[src/rtl/inst_fetch_queue.sv]
// Instruction fetch front end.
// Issues word fetches to instruction memory, one at a time. Returned words are
// buffered with their PCs in an in-order queue, and the queue head is presented
// to decode. A redirect flushes the queue and discards any in-flight fetch.
module inst_fetch_queue #(
    parameter int          DEPTH    = 4,
    parameter logic [31:0] RESET_PC = 32'hBFC0_0000
) (
    input  logic        clk,
    input  logic        reset,
    output logic        imem_req,
    output logic [31:0] imem_addr,
    input  logic        imem_gnt,
    input  logic        imem_rvalid,
    input  logic [31:0] imem_rdata,
    input  logic        redirect,
    input  logic [31:0] redirect_pc,
    output logic        inst_valid,
    output logic [31:0] inst,
    output logic [31:0] inst_pc,
    input  logic        inst_ready
);

    localparam int PTR_W = $clog2(DEPTH);
    localparam int CNT_W = PTR_W + 1;

    typedef enum logic [1:0] {IDLE, REQ, WAIT, DROP} state_t;

    state_t           state;
    state_t           state_next;
    logic [31:0]      fetch_pc;
    logic [31:0]      req_pc;      // PC of the request currently granted
    logic [31:0]      q_word [DEPTH];
    logic [31:0]      q_pc   [DEPTH];
    logic [PTR_W-1:0] rd_ptr;
    logic [PTR_W-1:0] wr_ptr;
    logic [CNT_W-1:0] count;
    logic [CNT_W-1:0] count_next;
    logic             grant;
    logic             push;
    logic             pop;
    logic             space_ok;

    // A response is only accepted in WAIT; a redirect kills both push and pop.
    assign grant      = (state == REQ) && imem_gnt;
    assign push       = (state == WAIT) && imem_rvalid && !redirect;
    assign inst_valid = (count != '0);
    assign pop        = inst_valid && inst_ready && !redirect;

    // Occupancy after this cycle's push/pop; a new fetch needs a free slot left.
    always_comb begin
        // NOTE: every variable gets a default first so no path leaves it unassigned and no latch is inferred.
        count_next = count;
        if (push && !pop) begin
            count_next = count + CNT_W'(1);
        end else if (!push && pop) begin
            count_next = count - CNT_W'(1);
        end
    end

    assign space_ok = (count_next < CNT_W'(DEPTH));

    // FSM state register.
    always_ff @(posedge clk) begin
        // NOTE: nonblocking assignments in clocked blocks so every register samples pre-edge values.
        if (!reset) begin
            state <= IDLE;
        end else begin
            state <= state_next;
        end
    end

    // FSM next state; a redirect overrides the normal fetch flow.
    always_comb begin
        state_next = state;
        case (state)
            IDLE:    if (space_ok) state_next = REQ;
            REQ:     if (imem_gnt) state_next = WAIT;
            WAIT:    if (imem_rvalid) state_next = space_ok ? REQ : IDLE;
            DROP:    if (imem_rvalid) state_next = IDLE;
            default: state_next = IDLE;
        endcase
        if (redirect) begin
            case (state)
                REQ:     state_next = imem_gnt ? DROP : IDLE;
                WAIT:    state_next = imem_rvalid ? IDLE : DROP;
                DROP:    state_next = imem_rvalid ? IDLE : DROP;
                default: state_next = IDLE;
            endcase
        end
    end

    // FSM outputs: request is a pure function of state, address is the fetch PC.
    always_comb begin
        imem_req  = (state == REQ);
        imem_addr = fetch_pc;
    end

    // Fetch PC, request PC and queue bookkeeping.
    always_ff @(posedge clk) begin
        if (!reset) begin
            fetch_pc <= RESET_PC;
            req_pc   <= RESET_PC;
            rd_ptr   <= '0;
            wr_ptr   <= '0;
            count    <= '0;
        end else begin
            if (redirect) begin
                fetch_pc <= redirect_pc & 32'hFFFF_FFFC;
            end else if (grant) begin
                fetch_pc <= fetch_pc + 32'd4;
            end
            if (grant) begin
                req_pc <= fetch_pc;
            end
            if (redirect) begin
                rd_ptr <= '0;
                wr_ptr <= '0;
                count  <= '0;
            end else begin
                if (push) wr_ptr <= wr_ptr + PTR_W'(1);
                if (pop)  rd_ptr <= rd_ptr + PTR_W'(1);
                count <= count_next;
            end
        end
    end

    // Queue storage; cleared on reset so the head reads as zero afterwards.
    always_ff @(posedge clk) begin
        // NOTE: the storage array is reset on purpose; without that requirement it would be left unreset.
        if (!reset) begin
            for (int i = 0; i < DEPTH; i++) begin
                q_word[i] <= '0;
                q_pc[i]   <= '0;
            end
        end else if (push) begin
            q_word[wr_ptr] <= imem_rdata;
            q_pc[wr_ptr]   <= req_pc;
        end
    end

    assign inst    = q_word[rd_ptr];
    assign inst_pc = q_pc[rd_ptr];

endmodule

[config.mk]
export PLATFORM = sky130hd
export DESIGN_NAME = inst_fetch_queue
export DESIGN_NICKNAME = d
export VERILOG_FILES = /design/src/rtl/inst_fetch_queue.sv
export SDC_FILE = /design/constraint.sdc
export NUM_CORES = 1
export LEC_CHECK = 0
export CORE_AREA = 8 8 213 134
export DETAILED_ROUTE_END_ITERATION = 7
export DIE_AREA = 0 0 221 142
export GPL_TIMING_DRIVEN = 1
export PLACE_DENSITY = 0.78
export SETUP_SLACK_MARGIN = 0.02
export SLEW_MARGIN = 20
export SYNTH_ARGS = -nofsm -noshare
export SYNTH_HDL_FRONTEND = slang
export SYNTH_SLANG_ARGS = --single-unit
[constraint.sdc]
create_clock -name clk -period 7.41 [get_ports clk]
set_input_delay 1.482 -clock clk [delete_from_list [all_inputs] [get_ports clk]]
set_output_delay 1.482 -clock clk [all_outputs]
set_load 0.01 [all_outputs]
**After elaboration in Yosys (flattened, before gate mapping)**

Memory sizes are Yosys's and may differ from the RTL's. A register that Yosys moved wholly into a read port is not among the register bits.
Cells that the tools add are included.

- Bits of input ports: 70
- Memories: 2
- Memory bits (writable): 256
- Register bits after elaboration: 73

Memory list:

| name | words | width | rd ports | clocked after memory_dff | write ports | RTL line | source |
|---|---|---|---|---|---|---|---|
| q_pc | 4 | 32 | 1 | 1 | 4 | 34 | `logic [31:0] q_pc [DEPTH];` |
| q_word | 4 | 32 | 1 | 1 | 4 | 33 | `logic [31:0] q_word [DEPTH];` |

- Reduce and logical (&&, ||, !) cells: 18
- Equality and inequality tests: 7
- Magnitude comparators: 1
- Muxes and demuxes: 28
- $add $sub $neg: 5
- Bitwise operators: 1

Operator list:

| kind | number |
|---|---|
| $mux 32 | 4 |
| $reduce_or 32->1 | 2 |
| $add 32x3->32 const B | 1 |
| $mux 2 | 13 |
| $ne 3x3->1 const B | 3 |
| $pmux 2 s4 | 1 |
| $logic_and 1x1->1 | 7 |
| $mux 1 | 7 |
| $mux 3 | 2 |
| $add 2x1->2 const B | 2 |
| $eq 2x2->1 const B | 2 |
| $pmux 2 s2 | 1 |
| $reduce_and 4->1 | 1 |
| $reduce_or 2->1 | 2 |
| $add 3x1->3 const B | 1 |
| $logic_not 1->1 | 3 |
| $lt 3x3->1 const B | 1 |
| $ne 3x1->1 const B | 1 |
| $reduce_bool 3->1 | 1 |
| $sub 3x1->3 const B | 1 |
| $eq 2x1->1 const B | 1 |
| $logic_not 2->1 | 1 |
| $reduce_bool 2->1 | 1 |
| $not 1->1 | 1 |

**Longest topological paths before layout**

- Depth in word-level cells: 12
- Mapped depth: 12
- Gate-level depth less buffers: 11

**Worst setup path before layout**

OpenSTA, ideal clock, no wires.

- Path kind: input -> register
- From: input port redirect
- To: memory q_pc[0][10], enable pin
- Slack: 0.489 ns
- Stages on the path: 4
- Library setup time: 0.568 ns
- Data arrival time: 6.353 ns
- Required time: 6.842 ns
- Cells stage by stage: clkbuf_1 > nor2_1 > nand3_2 > o21ai_0

RTL lines:

| element | RTL line | source |
|---|---|---|
| start, declared | 16 | `input logic redirect,` |
| end, declared | 34 |  |

==> results.md <==
- CTS buffer count: 29
- CTS resizes: 0
- Hold Vio Cnt, Final: 0
- Synth Instances: 1072
- Cells after DPL: 1518
- Die Y: between 100 and 150 um
- FF+latch count, synth: 319
- Most frequent cells in the layout: 248 x edfxtp_1, 160 x clkdlybuf4s50_1, 157 x nor2_1, 142 x nand2_1, 69 x dfxtp_1
- CP Data Required Time: 5.93 ns
- Clock tree buffer depth: 3
- Fmax: 0.215 GHz
- Clock sink total: 319
- Initial Util: 0.534
- Share of cells above drive strength 1: 0.112
- Post-route cell area: 16500 sq um
- CTS tree: done
- Min-Delay Path Class: reg2reg
- Worst Setup End Kind: primary output
- Power per cell area: ~220 nW/um^2
- Area Growth Syn to Fin: 20.6%
- Pin count of the biggest net entering global routing: 68
- Antenna Cells: 0
- Routed wire per std cell: 20.5 um
- Drt pass-1 iters: 5
- CP arrival: 3.16 ns
- Worst-path cell chain: buf_4, mux4_2, clkdlybuf4s50_1
- Die ar.: about 31000 sq um
- Gr usage total: 0.204
- Initial antenna violation count: 0
- Max capacitance violation total: 0
- Setup crit start kind: register
- Overflow after GRT: 0
- Root buffer cell: clkbuf_16
- Buf/Inv on CP: 2
- Final cell count without fillers: 1572
- Fin crit share: 0.627
- Crit path max-delay family: buffers and inverters
- DRT antenna net count: 0
- Crit path time final: 4.64 ns
- Final Wtd Congestion: between 0.8 and 0.9
- Synthesized cell area: about 14000 sq um
- Syn_area_per_cell: around 13 sq um
- Final clock skew: 0.0117 ns
- Worst setup margin: 2.77 ns
- Leading cell type in the layout, fill and taps excluded: edfxtp_1
- Netlist cell types: ~50
- Asr flop ratio synth: 0
- Top FF cell, synth: edfxtp_1
- Maximum vdd drop: 160 uV
- Top Ports: 168
- DP Area: 15600 sq um
- Status: finished clean
- Rel. slew slack: 0.292
- Lkg Pwr: 0.00619 uW
- # Post-CTS Setup Buffers: 0
- Avg Vias per Cell: 5.51
- Crit path largest cell delay: 0.74 ns
- Crit path kind: reg2out
- H-tree levels: 1
- Total number of vias: 8654
- Syn. warnings: 0
- DR DRC count: 0
- Worst skew pair latency: 0.55 ns
- Final setup vio count: 0
- Post-detail-place hpwl: 19600 um
- Routed WL: 32200 um
- Register area share after synthesis: 0.648
- Filler cells: 1911
- Clk slew on worst S/H paths: around 0.070 ns
- Number of global-route vias before repair: 8861
- Slowest cell on crit path: dfxtp_4
- RSZ-0062 raised after global routing: false
- # hold bufs at CTS: 0
- Die W: approximately 220 um
- Tightest Pin Transition: 1.06 ns
- Iter 0 DRT Violations: 655
- Pre-CTS setup slack: approximately 2.9 ns
- Setup TNS Final: 0 ns
- Final nets: 1290
- Rows: 46
- Global-route wire length before repair: between 50000 and 60000 um
- Post-synth EDFFs: 248
- IO Port Bufs: 161
- Crit-path max FO: 33
- Final Max Tran Viols: 0
- Core Area: 25600 sq um
## per-layer routing
| metal | track usage | vias to the layer above | wire length (um) |
|---|---|---|---|
| met5 | 0 | - | 0 |
| met4 | 0.0311 | 0 | 387 |
| met3 | 0.0412 | 36 | 2080 |
| met2 | 0.333 | 283 | 15300 |
| met1 | 0.286 | 4286 | 14400 |
| li1 | - | 4049 | - |
## cells in the mapped netlist (all sizes together) (2+ instances only)
master | number | area [sq um]
mux4 | 62 | 1400
a21boi | 23 | 173
nor3 | 11 | 70.1
xor2 | 11 | 96.3
and3 | 6 | 37.5
o22a | 3 | 26.3
edfxtp | 248 | 7450
or2 | 2 | 12.5
nand2b | 5 | 31.3
and4 | 4 | 35.0
a21o | 2 | 15.0
a21oi | 22 | 110
nor2 | 158 | 593
and2 | 54 | 338
nand2 | 143 | 537
dfxtp | 71 | 1420
nor4 | 4 | 40.0
o21ai | 29 | 145
clkbuf | 46 | 173
nand4 | 11 | 90.1
nand3b | 2 | 27.5
xnor2 | 18 | 158
a31o | 2 | 17.5
nor2b | 2 | 12.5
buf | 22 | 118
a211oi | 2 | 15.0
ha | 6 | 75.1
inv | 69 | 259
nand3 | 21 | 115
## through the flow
stage	power, uW	util	hold WS [ns]
2_1_floorplan	2170	-	0.441
3_3_place_gp	2300	0.609	0.457
3_5_place_dp	2300	0.609	0.462
4_1_cts	3710	0.643	0.471
5_1_grt	3810	0.644	0.501
6_report	3690	0.644	0.473
## state kept, by name (all words and copies together) (netlist names), named ones only
register   cells
q_word       128
q_pc         120
imem_addr     30
req_pc        30
count          3
rd_ptr         2
state          2
wr_ptr         2
## worst paths after layout
path / start / end / slack [ns] / cells after the start
max: register / inst_pc[7] / 2.77 / 3
min: req_pc[13] / req_pc[13] / 0.47 / 2
max reg2reg: state[0] / q_pc[0][7] / 4.58 / 7
min reg2reg: req_pc[13] / req_pc[13] / 0.47 / 2
## power by group
part / internal [uW] / switching [uW] / leakage (uW)
Sequential: 1990 / 42.2 / 0.00315
Combinational: 119 / 118 / 0.00262
Clock: 782 / 645 / 0.000425
Total: 2890 / 805 / 0.00619
## logic make-up (layout without fill, tap and decap cells)
| logic type | Yosys count | count (layout) | share of synthesized area |
|---|---|---|---|
| AND/OR/NAND/NOR | 429 | 429 | 0.146 |
| flip-flops | 319 | 319 | 0.648 |
| other | 1 | 4 | 0.000274 |
| multiplexers | 62 | 62 | 0.102 |
| XOR/XNOR | 29 | 29 | 0.0186 |
| AO/OA/AOI/OAI | 88 | 88 | 0.0396 |
| buffers and inverters | 138 | 299 | 0.0404 |
| adder cells (fa/ha/maj) | 6 | 6 | 0.00549 |
## tightest hold or removal path, stage by stage, from the launching register on
cell and delay (ns):
dfxtp_1 0.31, nand2_1 0.05, a21boi_0 0.06
## final cells by class
cell class	instances	area, sq um	area share
repair buffers	176	1740	0.105
clock buffers	33	741	0.0449
flip-flops and latches	319	8880	0.538
clock inverters	20	140	0.00849
inverters	70	263	0.0159
well taps	336	420	0.0255
multi-input cells	618	4330	0.262
Note: power is estimated with default switching activity, not from simulation.
